===== src/rtl/vga_pkg.sv =====
// rtl/vga_pkg.sv - shared widths and arbiter state encoding for the VGA plot path
package vga_pkg;

  localparam int DEF_X_SZ   = 8;
  localparam int DEF_Y_SZ   = 7;
  localparam int DEF_COL_SZ = 3;

  typedef enum logic [1:0] {
    ST_IDLE    = 2'd0,
    ST_OWN     = 2'd1,
    ST_RELEASE = 2'd2
  } arbState;

endpackage


===== src/rtl/rr_pick.sv =====
// rtl/rr_pick.sv - round-robin winner select, scanning upward from the engine after lastOwner
module rr_pick #(
  parameter int NUM_REQ = 3,
  parameter int IDX_W   = 2
) (
  input  logic [NUM_REQ-1:0] req,
  input  logic [IDX_W-1:0]   lastOwner,
  output logic [IDX_W-1:0]   winner,
  output logic               valid
);

  logic [IDX_W-1:0] cand;

  // Walk the ring backwards so the nearest requester after lastOwner overwrites the rest.
  always_comb begin
    winner = '0;
    valid  = 1'b0;
    cand   = '0;
    for (int k = NUM_REQ; k >= 1; k--) begin
      cand = IDX_W'((int'(lastOwner) + k) % NUM_REQ);
      if (req[cand]) begin
        winner = cand;
        valid  = 1'b1;
      end
    end
  end

endmodule


===== src/rtl/vga_plot_arbiter.sv =====
// rtl/vga_plot_arbiter.sv - session arbiter sharing one registered VGA plot port between engines
module vga_plot_arbiter
  import vga_pkg::*;
#(
  parameter int NUM_REQ  = 3,
  parameter int X_SZ     = DEF_X_SZ,
  parameter int Y_SZ     = DEF_Y_SZ,
  parameter int COL_SZ   = DEF_COL_SZ,
  parameter int HOLD_MAX = 0
) (
  input  logic                       clk,
  input  logic                       resetn,
  input  logic [NUM_REQ-1:0]         req,
  input  logic [NUM_REQ-1:0]         wr,
  input  logic [NUM_REQ*X_SZ-1:0]    x_in,
  input  logic [NUM_REQ*Y_SZ-1:0]    y_in,
  input  logic [NUM_REQ*COL_SZ-1:0]  col_in,
  output logic [NUM_REQ-1:0]         gnt,
  output logic [X_SZ-1:0]            vga_x,
  output logic [Y_SZ-1:0]            vga_y,
  output logic [COL_SZ-1:0]          vga_col,
  output logic                       vga_plot,
  output logic                       busy
);

  localparam int IDX_W = (NUM_REQ > 1) ? $clog2(NUM_REQ) : 1;
  localparam int CNT_W = (HOLD_MAX > 1) ? $clog2(HOLD_MAX) : 1;
  localparam logic [CNT_W-1:0] HOLD_LAST = CNT_W'((HOLD_MAX > 0) ? HOLD_MAX - 1 : 0);
  // Saturating at HOLD_LAST keeps the preemption compare true for the rest of a long session.
  localparam logic [CNT_W-1:0] CNT_SAT = (HOLD_MAX > 0) ? HOLD_LAST : {CNT_W{1'b1}};

  arbState          state;
  arbState          nextState;
  logic [IDX_W-1:0] owner;
  logic [IDX_W-1:0] lastOwner;
  logic [IDX_W-1:0] winner;
  logic             winValid;
  logic [CNT_W-1:0] holdCnt;
  logic             accept;
  logic             leave;
  logic             otherReq;
  logic [X_SZ-1:0]   selX;
  logic [Y_SZ-1:0]   selY;
  logic [COL_SZ-1:0] selCol;

  rr_pick #(
    .NUM_REQ (NUM_REQ),
    .IDX_W   (IDX_W)
  ) uPick (
    .req       (req),
    .lastOwner (lastOwner),
    .winner    (winner),
    .valid     (winValid)
  );

  assign otherReq = |(req & ~gnt);
  assign busy     = (state != ST_IDLE);

  always_comb begin
    selX   = '0;
    selY   = '0;
    selCol = '0;
    for (int i = 0; i < NUM_REQ; i++) begin
      if (owner == IDX_W'(i)) begin
        selX   = x_in[i*X_SZ +: X_SZ];
        selY   = y_in[i*Y_SZ +: Y_SZ];
        selCol = col_in[i*COL_SZ +: COL_SZ];
      end
    end
  end

  always_ff @(posedge clk or negedge resetn) begin
    if (!resetn) begin
      state <= ST_IDLE;
    end else begin
      state <= nextState;
    end
  end

  always_comb begin
    nextState = state;
    accept    = 1'b0;
    leave     = 1'b0;
    case (state)
      ST_IDLE: begin
        if (winValid) nextState = ST_OWN;
      end
      ST_OWN: begin
        // A write in the exit cycle still lands because gnt was high when it was offered.
        accept = gnt[owner] & wr[owner];
        leave  = !req[owner] ||
                 ((HOLD_MAX != 0) && (holdCnt == HOLD_LAST) && otherReq);
        if (leave) nextState = ST_RELEASE;
      end
      ST_RELEASE: nextState = ST_IDLE;
      default:    nextState = ST_IDLE;
    endcase
  end

  always_ff @(posedge clk or negedge resetn) begin
    if (!resetn) begin
      gnt       <= '0;
      owner     <= '0;
      lastOwner <= IDX_W'(NUM_REQ - 1);
      holdCnt   <= '0;
      vga_plot  <= 1'b0;
      vga_x     <= '0;
      vga_y     <= '0;
      vga_col   <= '0;
    end else begin
      vga_plot <= accept;
      if (accept) begin
        vga_x   <= selX;
        vga_y   <= selY;
        vga_col <= selCol;
      end
      case (state)
        ST_IDLE: begin
          if (winValid) begin
            gnt     <= NUM_REQ'(1) << winner;
            owner   <= winner;
            holdCnt <= '0;
          end
        end
        ST_OWN: begin
          if (holdCnt != CNT_SAT) holdCnt <= holdCnt + 1'b1;
          if (leave) begin
            gnt       <= '0;
            lastOwner <= owner;
          end
        end
        default: gnt <= '0;
      endcase
    end
  end

endmodule


===== config.mk =====
export PLATFORM = sky130hd
export DESIGN_NAME = vga_plot_arbiter
export DESIGN_NICKNAME = d
export VERILOG_FILES = /design/src/rtl/vga_pkg.sv /design/src/rtl/rr_pick.sv /design/src/rtl/vga_plot_arbiter.sv
export SDC_FILE = /design/constraint.sdc
export NUM_CORES = 1
export LEC_CHECK = 0
export ABC_AREA = 1
export BUFFER_PORTS_ARGS = -buffer_cell sky130_fd_sc_hd__buf_2
export CORE_MARGIN = 1
export CORE_UTILIZATION = 49
export DETAILED_ROUTE_END_ITERATION = 16
export PLACE_DENSITY = 0.94
export SETUP_SLACK_MARGIN = 0.15
export SYNTH_ARGS = -nofsm -noshare
export SYNTH_HDL_FRONTEND = slang
export SYNTH_SLANG_ARGS = --single-unit

===== constraint.sdc =====
create_clock -name clk -period 5.51 [get_ports clk]
set_clock_uncertainty 0.15 [all_clocks]
set_input_delay 0.2755 -clock clk [delete_from_list [all_inputs] [get_ports clk]]
set_output_delay 0.2755 -clock clk [all_outputs]
set_load 0.05 [all_outputs]

==> results.json <==
{
  "status": "finished, final reports clean",
  "synth_top_area_cell": "dfrtp_1",
  "grt_pass1_vias": 1586,
  "tritoncts": "yes",
  "ant_nets": 0,
  "root_buffer": "clkbuf_4",
  "max-vdd-ir-drop_mv": 0.3487,
  "cts_resized": 0,
  "route.detailed.drc": 0,
  "area_growth_pct": 28.82,
  "crit_fanout": 21,
  "core_area_sq_um": 3153,
  "cts-buffers-inserted": 3,
  "power_density_nw_per_um2": 580.3,
  "hold_path_end": "vga_y[2]$_DFFE_PN0P_",
  "final_hold_viol_count": 0,
  "synth_top_area_share_pct": 40.00,
  "io-pin-count": 85,
  "synthAdderAreaFrac_pct": 2.963,
  "hold_class": "input pin to flip-flop",
  "drt_wl_total_microns": 4259,
  "setup_tns_ps": 0,
  "fillCellCount": 272,
  "grt_usage_pct": 23.86,
  "r2r_cells": 8,
  "grt-ovfl-total": 0,
  "cts.sinks": 28,
  "synth-simple-area-share_pct": 45.56,
  "worst_slew_pin_slew_ps": 866.0,
  "maxSlewHeadroom_pct": 42.21,
  "critPathArrivalTime_ps": 2370,
  "r2r_slack_ps": 3270,
  "synth_area_leaders": "dfrtp_1 (40%), nand2_1 (32%), nand3_1 (8.6%)",
  "ys.flop_type": "dfrtp_1",
  "clk_pin_slew_ps": 140,
  "min_from": "y_in[16]",
  "avgRoutedWirePerCell_microns": 11.33,
  "synthMuxAreaShare_pct": 0,
  "async_flop_share_pct": 100.0,
  "synth_nets": 317,
  "multi_input_area_sq_um": 869.6,
  "dieArea_sq_um": 3686,
  "final-setup-viol-count": 0,
  "ys_ff_latch": 28,
  "first_pass_iters": 4,
  "synth_edf_count": 0,
  "hold_path_depth": 5,
  "syn_avg_cell_area_sq_um": 6.730,
  "first_iter_violations": 107,
  "viasPerCell": 4.899,
  "vias": 1842,
  "synthCells": 251,
  "n_antenna_cell": 0,
  "synth.most_common_cell": "nand2_1",
  "hold_buffers": 1,
  "required_ps": 5640,
  "reg2reg_from": "owner[0]$_DFFE_PN0P_",
  "cts_buffer_depth": 2,
  "grt_max_degree": 29,
  "synth-xor-area-share_pct": 0,
  "yosysWarnings": 0,
  "synth_area_sq_um": 1689,
  "place_congestion": 0.8477,
  "clkLatencyLatePin_ps": 330,
  "worst_slack_ps": 3272,
  "fmax_mhz": 446.8,
  "synth_common_cells": "nand2_1 (145), nand3_1 (29), dfrtp_1 (27), inv_1 (14), nor2_1 (5)",
  "slew_viol_final": 0,
  "htreeDepth": 1,
  "synth_top_family_by_area": "simple AND/OR/NAND/NOR gates",
  "r2r_end": "vga_x[3]$_DFFE_PN0P_",
  "post-cts-setup-buffers": 0,
  "rsz0062_at_grt": "false",
  "start_util_pct": 53.57,
  "fin_crit_sh_pct": 40.62,
  "drv_cap": 0,
  "hpwl_microns": 3331,
  "yosysSeqAreaShare_pct": 41.56,
  "synth.distinct_cells": 21,
  "critical_path_class": "flip-flop to flip-flop",
  "pre_cts_ws_ps": 2954,
  "synth_compound_area_share_pct": 2.815,
  "design_area_sq_um": 2176,
  "grt_pass1_wl_microns": 6486,
  "die_w_microns": 60.71,
  "end_kind": "flip-flop",
  "antenna_found_initial": 0,
  "setup.worst_path.start_class": "flip-flop",
  "rows": 20,
  "port_buffers": 84,
  "nets": 399,
  "drive_above_1_share_pct": 29.82,
  "period_minus_slack_ps": 2238,
  "place_area_sq_um": 2111,
  "p_leak_nw": 1.326,
  "regArea_sq_um": 701.9,
  "fp.dieH_microns": 60.71
}
==> critical path: stages (launching register included) <==
cell and delay, ps:
dfrtp_1 440, inv_2 70, nor2_2 660, nand2_1 140
nand3_2 130, nand3_4 190, inv_4 240, nand2_1 90
nand2_1 70
==> report_power, final <==
| part | total, mW | switching (mW) | internal, mW |
|---|---|---|---|
| clock network | 0.133 | 0.0590 | 0.0736 |
| logic | 0.788 | 0.574 | 0.214 |
| registers | 0.342 | 0.0544 | 0.288 |
| total | 1.26 | 0.688 | 0.575 |
==> metal layers <==
metal	wire (microns)	track usage (%)
met5	0	0
met2	2228	44.74
met1	1781	27.02
met3	205	5.544
met4	43	6.494
==> worst max-delay path by stage <==
stage | to | cells past startpoint | start | slack [ps]
floorplan | gnt[0]$_DFFE_PN0P_ | 11 | lastOwner[1]$_DFFE_PN1P_ | 3780
global placement | vga_x[2]$_DFFE_PN0P_ | 7 | owner[1]$_DFFE_PN0P_ | 3040
detailed placement | vga_x[3]$_DFFE_PN0P_ | 7 | owner[1]$_DFFE_PN0P_ | 2950
CTS | vga_x[3]$_DFFE_PN0P_ | 7 | owner[1]$_DFFE_PN0P_ | 2950
global route | vga_x[5]$_DFFE_PN0P_ | 8 | owner[0]$_DFFE_PN0P_ | 3040
finish | vga_x[3]$_DFFE_PN0P_ | 8 | owner[0]$_DFFE_PN0P_ | 3270
==> logic make-up (layout without fill, tap and decap cells) <==
family | Yosys count | in the layout
DFF | 28 | 28
AOI/OAI and AO/OA | 8 | 8
and+or+nand+nor | 186 | 186
buffers and inverters | 25 | 106
adders and majority gates | 4 | 4
==> stage by stage <==
stage	power, mW	util [%]	instances	hold WS (ps)
global placement	1.112	66.94	371	154.1
finish	1.263	69.01	376	82.68
CTS	1.264	68.93	376	83.73
floorplan	0.9621	-	251	-170.1
global route	1.362	69.01	376	92.12
detailed placement	1.132	66.94	371	164.8
==> sequential cells by signal, summed over array words and instances, names as in the netlist <==
| name | flops |
|---|---|
| owner | 2 |
| vga_y | 7 |
| state | 2 |
| vga_col | 3 |
| gnt | 3 |
| vga_plot | 1 |
| lastOwner | 2 |
| vga_x | 8 |
==> cell type report <==
class	count	area share (%)
timing repair buffer	85	19.78
sequential	28	32.26
inverter	17	3.048
clock buffer	3	1.035
multi-input combinational	198	39.97
clock inverter	1	1.380
tap	44	2.530
==> cells in the final DEF (no fill, tap or decap) <==
| cell | n |
|---|---|
| nand3_4 | 1 |
| inv_1 | 14 |
| nand2_1 | 145 |
| buf_2 | 84 |
| ha_1 | 4 |
| a21oi_1 | 1 |
| nor2_1 | 4 |
| nand4_1 | 1 |
| nand3_2 | 2 |
| dlygate4sd3_1 | 1 |
| a22oi_2 | 1 |
| nand3_1 | 29 |
| nor3_1 | 1 |
| dfstp_2 | 1 |
| bufinv_16 | 1 |
| o21ai_1 | 2 |
| inv_2 | 2 |
| o21ai_0 | 4 |
| dfrtp_1 | 27 |
| clkbuf_4 | 3 |
| nor2_2 | 3 |
| inv_4 | 1 |
Power figures use the tool's default switching activity.
